### src/rtl/seq_multiplier.sv
// Iterative signed/unsigned multiplier: STEP shift-add bit steps per cycle, WIDTH/STEP iterations,
// stalls the pipeline via run/stall and holds the 2*WIDTH-bit product until run drops.

module seq_multiplier_bit_step #(
    parameter int WIDTH = 32
) (
    input  logic [2*WIDTH-1:0] p_in,
    input  logic [WIDTH-1:0]   mcand,
    input  logic               sgn,
    input  logic               sub,
    output logic [2*WIDTH-1:0] p_out
);
    logic [WIDTH-1:0] w0;
    logic [WIDTH-1:0] h;
    logic [WIDTH:0]   h_ext;
    logic [WIDTH:0]   w_ext;
    logic [WIDTH:0]   sum;

    always_comb begin
        w0    = p_in[0] ? mcand : '0;
        h     = p_in[2*WIDTH-1:WIDTH];
        h_ext = {sgn & h[WIDTH-1], h};
        w_ext = {sgn & w0[WIDTH-1], w0};
        // The multiplier's sign bit carries weight -2^(W-1), hence the final subtract.
        sum   = (sgn && sub) ? (h_ext - w_ext) : (h_ext + w_ext);
        p_out = {sum, p_in[WIDTH-1:1]};
    end
endmodule

module seq_multiplier #(
    parameter int WIDTH = 32,
    parameter int STEP  = 1
) (
    input  logic               clk,
    input  logic               rst_n,
    input  logic               run,
    input  logic               u,
    input  logic [WIDTH-1:0]   x,
    input  logic [WIDTH-1:0]   y,
    output logic               stall,
    output logic [2*WIDTH-1:0] z
);
    localparam int ITER = WIDTH / STEP;
    localparam int SW   = $clog2(ITER + 2);
    localparam logic [SW-1:0] S_LAST = SW'(ITER);
    localparam logic [SW-1:0] S_DONE = SW'(ITER + 1);

    logic [SW-1:0]        s_q, s_d;
    logic [2*WIDTH-1:0]   p_q, p_d;
    logic [WIDTH-1:0]     y_q, y_d;
    logic                 u_q, u_d;

    logic [2*WIDTH-1:0]   chain [STEP+1];

    assign chain[0] = p_q;

    for (genvar j = 0; j < STEP; j++) begin : g_step
        logic last_bit;
        if (j == STEP - 1) begin : g_last
            assign last_bit = (s_q == S_LAST);
        end else begin : g_mid
            assign last_bit = 1'b0;
        end

        seq_multiplier_bit_step #(.WIDTH(WIDTH)) u_step (
            .p_in  (chain[j]),
            .mcand (y_q),
            .sgn   (u_q),
            .sub   (last_bit),
            .p_out (chain[j+1])
        );
    end

    always_comb begin
        s_d = s_q;
        p_d = p_q;
        y_d = y_q;
        u_d = u_q;
        // Operands reload on every S=0 cycle, idle or not; z is only a product at S_DONE.
        if (s_q == '0) begin
            p_d = {{WIDTH{1'b0}}, x};
            y_d = y;
            u_d = u;
        end else if (run && (s_q <= S_LAST)) begin
            p_d = chain[STEP];
        end

        if (!run) begin
            s_d = '0;
        end else if (s_q != S_DONE) begin
            s_d = s_q + SW'(1);
        end
    end

    always_ff @(posedge clk or negedge rst_n) begin
        if (!rst_n) begin
            s_q <= '0;
            p_q <= '0;
            y_q <= '0;
            u_q <= 1'b0;
        end else begin
            s_q <= s_d;
            p_q <= p_d;
            y_q <= y_d;
            u_q <= u_d;
        end
    end

    assign stall = run && (s_q != S_DONE);
    assign z     = p_q;
endmodule

### config.mk
export PLATFORM = sky130hd
export DESIGN_NAME = seq_multiplier
export DESIGN_NICKNAME = d
export VERILOG_FILES = /design/src/rtl/seq_multiplier.sv
export SDC_FILE = /design/constraint.sdc
export NUM_CORES = 1
export LEC_CHECK = 0
export ABC_AREA = 1
export CORE_UTILIZATION = 32
export DETAILED_ROUTE_END_ITERATION = 6
export GPL_TIMING_DRIVEN = 0
export PLACE_DENSITY_LB_ADDON = 0.3
export SYNTH_ARGS = -nofsm -noshare
export SYNTH_HDL_FRONTEND = slang
export SYNTH_SLANG_ARGS = --single-unit
### constraint.sdc
create_clock -name clk -period 7.38 [get_ports clk]
set_input_delay 1.476 -clock clk [delete_from_list [all_inputs] [get_ports clk]]
set_output_delay 1.476 -clock clk [all_outputs]
set_load 0.02 [all_outputs]
==> run summary <==
In this run the register-to-register setup slack is 3.85 ns. Cell accounting for the most synthesized area: sky130_fd_sc_hd__dfrtp_1. The final reports fail on DRC. The starting utilization of the core area came out at 32.60%. Across the run, the number of max-cap violations was 0. For the count of cells resized by post-cts repair, the log shows 0. Yosys mapped the design onto 41 distinct sky130hd cell types.

After detailed routing, the average wire length per cell comes to 14.38 µm. The die covers 0.02446 mm². The clock tree synthesis step divided the H-tree into 3 levels.

Walking the worst path, the cells encountered are clkdlybuf4s50_1, inv_1, nor2_1, clkdlybuf4s50_1. In this run the remaining antenna-violating nets after routing total 0. Measured along the x axis, the die boundary spans 156.4 µm. The number of filler instances in the final layout came out at 2546. Cell seen most often among critical-path stages: sky130_fd_sc_hd__clkdlybuf4s50_1.

The endpoint identified for the worst register-to-register timing path is z[52]$_DFFE_PN0P_. For the pin with the worst max-slew slack, the measured transition is 0.6566 ns. Share of the clock period used by the worst path after layout: 61.06%.

Largest fanout on the critical path: 4. At the end of routability-driven placement, the weighted congestion stood at 0.9488. For this block, the initial DRC count from the detailed router was 424. The number of antenna violations at the first check in global routing is 0, and the setup TNS is 0 ns.

The wire-length estimate of the detail-placed layout is 18860 µm. The number of max-slew violations in the final report was 0; the clock tree buffer depth was 2. In this run the vertical extent of the chip is 156.4 µm. The run gives 7215 as the via count of the first global-routing pass.

The kind of start point of the critical path is a primary input. The tools report the final number of hold-violating endpoints as 0. TritonCTS built the clock tree.

The repair_antennas step left the layout with diodes totalling 0. Placement row count: 56. In this run, post-CTS hold repair placed 0 buffers. The smallest clock period supported by the final layout is computed as 4.506 ns. The tools report the worst path required time as 5.90 ns.

Clock-pin slew was measured on the worst setup and hold paths at 0.08 ns. Headroom to the max-slew limit came out at 56.23%. Once placement finished, the instance area stood at 0.009375 mm². Setup violations remaining at the end of the flow were counted as 0.

The worst register-to-register path has a depth of 20. Path type of the worst setup path: in2out. In this run the count of I/O pins placed on the die edge is 133.

For the share of the core filled with cells, the log shows 41.42%. After synthesis the netlist holds a flip-flop and latch count of 103. Buffers placed on the I/O ports in this run total 132.

The number of cells on the worst hold path works out to 2. The startpoint identified for the worst hold timing path is y_q[24]$_DFFE_PN0P_. The logs give 33.78% for the proportion of synthesized chip area in sequential cells and 1605 for the final instance count without filler cells.

The via-per-instance ratio is 4.576. The pre-antenna-repair detailed-routing pass consisted of 7 iterations. The total routing usage reported by global routing was 19.98%; the worst-skew pair later-pin latency was 0.36 ns. The fraction of layout instances using a drive strength above 1 came out at 6.998%.

Synthesized area per cell: 6.710 µm². The largest individual stage delay along the critical path comes from the cell sky130_fd_sc_hd__clkdlybuf4s50_1. Setup slack closes at 2.874 ns.

The clock drives 103 sinks. Static timing analysis puts the maximum clock frequency at 221.9 MHz. The tools report the worst-case setup slack after placement as 2.881 ns. The flow ran to the end, but the final reports show violations.

The mapped netlist covers 0.007630 mm². The residual overflow from global routing came out at 0. The run gives 3.03 ns as the endpoint arrival time on the critical path. Entering global routing, the biggest net connects 57 pins. In this run the critical register-to-register path is launched from s_q[0]$_DFFE_PN0P_. The remaining design rule violation count was 1; the number of vias in the routed layout was 7344. Setup repair after global routing left no endpoint under its margin. Clock buffer count from CTS: 9.

Ranked by total cell area, the synthesized netlist is headed by sky130_fd_sc_hd__dfrtp_1 (34%), sky130_fd_sc_hd__nand2_1 (22%), sky130_fd_sc_hd__inv_1 (7.5%). The worst hold path belongs to the class reg2reg. Summed over all layers, the routed wires come to 23080 µm. The number of placed instances, taps included, is 1589. The worst clock skew was 0.01121 ns. The wire length of the first global-routing pass came out at 37470 µm.

The number of buffer and inverter instances along the worst setup path came out at 3. In this run the standard cell core region covers 0.02340 mm². VDD sags by at most 0.1473 mV. The total power per unit cell area was 303.8 mW/mm². From synthesis to final layout, the design area changed by 27.06%. The run gives 1137 as the number of cells produced by synthesis.

The capture endpoint of the worst hold path was y_q[24]$_DFFE_PN0P_. The critical path endpoint category was an output port. Among cell families on the critical path, the largest total delay comes from buffers and inverters. In this run the post-CTS setup repair buffer count came out at 0. For the static leakage, the log shows 5.121 nW.

The number of warnings printed during yosys synthesis was 0; the final instance area was 0.009694 mm². Counting every net in the synthesized netlist gives 1242. In this design, the stage delay of the slowest critical-path cell is 0.67 ns. The net count reported at finish came out at 1386. Summed over its instances, the top area cell type makes up 33.78% of the synthesized netlist area.

The buffer type at the clock tree root was sky130_fd_sc_hd__clkbuf_16.
[report_power, final]
group	internal (W)	switching [W]
Sequential	0.000698	0.000117
Clock	0.000274	0.000251
Combinational	0.000608	0.000998
Total	0.00158	0.00137
[worst register-to-register path: cells and delay by family, from the launching register on]
| kind | cells | cell delay (ns) |
|---|---|---|
| compound gates | 2 | 0.59 |
| fa+ha+maj | 2 | 0.33 |
| buf+inv | 4 | 0.62 |
| flops | 1 | 0.44 |
| simple gates | 12 | 1.44 |
[stage by stage]
stage               total power (W)  hold WS [ns]
finish                     0.002945        0.4764
global route               0.003184        0.5010
CTS                        0.002956        0.4818
detailed placement         0.002423        0.4629
global placement           0.002407        0.4570
floorplan                  0.001864        0.4417
[sequential cells by signal (all words and copies together), names as in the netlist]
name and cells:
s_q 6, u_q 1, y_q 32, z 64
[cells by family (layout without fill, tap and decap cells)]
group | count (synthesis) | in the layout | share of synthesized area, %
AO/OA/AOI/OAI | 138 | 138 | 10.82
adder cells (fa/ha/maj) | 37 | 37 | 6.166
flip-flops | 103 | 103 | 33.78
AND/OR/NAND/NOR | 634 | 634 | 34.93
XOR/XNOR | 38 | 38 | 4.362
buffers and inverters | 187 | 336 | 9.938
[final cells by class]
class                   instances  area, µm²  area share, %
clock buffers                   9      225.2          2.323
multi-input cells             847       4294          44.30
flip-flops and latches        103       2577          26.59
repair buffers                133       1346          13.89
plain buffers                  30      168.9          1.742
well taps                     319      399.1          4.117
inverters                     157      589.3          6.079
clock inverters                 7      93.84         0.9680
[how the worst max path moves through the flow]
stage | startpoint | end | slack, ns | cells after the start
after floorplan | run | stall | 4.02 | 2
after global placement | rst_n | z[16]$_DFFE_PN0P_ | 0.74 | 1
after detailed placement | run | stall | 2.88 | 4
after CTS | run | stall | 2.86 | 4
after global routing | run | stall | 2.76 | 4
final | run | stall | 2.87 | 4
[layer usage]
layer | GRT usage (%) | wire (µm)
met1 | 27.40 | 11110
met4 | 6.863 | 522
met5 | 0 | 0
met2 | 32.70 | 10570
met3 | 2.022 | 873
[cells in the final DEF (no fill, tap or decap), types with 20 or more instances in the layout]
cell / synthesis / layout
sky130_fd_sc_hd__a21oi_1: 40 / 40
sky130_fd_sc_hd__inv_1: 153 / 153
sky130_fd_sc_hd__nand2_1: 446 / 446
sky130_fd_sc_hd__buf_2: 20 / 20
sky130_fd_sc_hd__o21ai_0: 46 / 46
sky130_fd_sc_hd__xor2_1: 22 / 22
sky130_fd_sc_hd__nor2_1: 71 / 71
sky130_fd_sc_hd__dfrtp_1: 103 / 103
sky130_fd_sc_hd__ha_1: 36 / 36
sky130_fd_sc_hd__clkdlybuf4s50_1: 0 / 131
sky130_fd_sc_hd__nand3_1: 56 / 56
[synth_stat cells (all sizes together)]
cell / instances
a22o: 1
o22ai: 2
a31oi: 3
inv: 157
nand2: 469
o211ai: 8
a22oi: 10
buf: 24
nand3: 59
xnor2: 16
fa: 1
o221ai: 11
a21o: 1
ha: 36
clkbuf: 6
nor3: 13
a21oi: 41
dfrtp: 103
nand4: 7
nor2: 80
nand3b: 1
o21bai: 7
or2: 5
xor2: 22
o21ai: 54
Power figures use the tool's default switching activity.
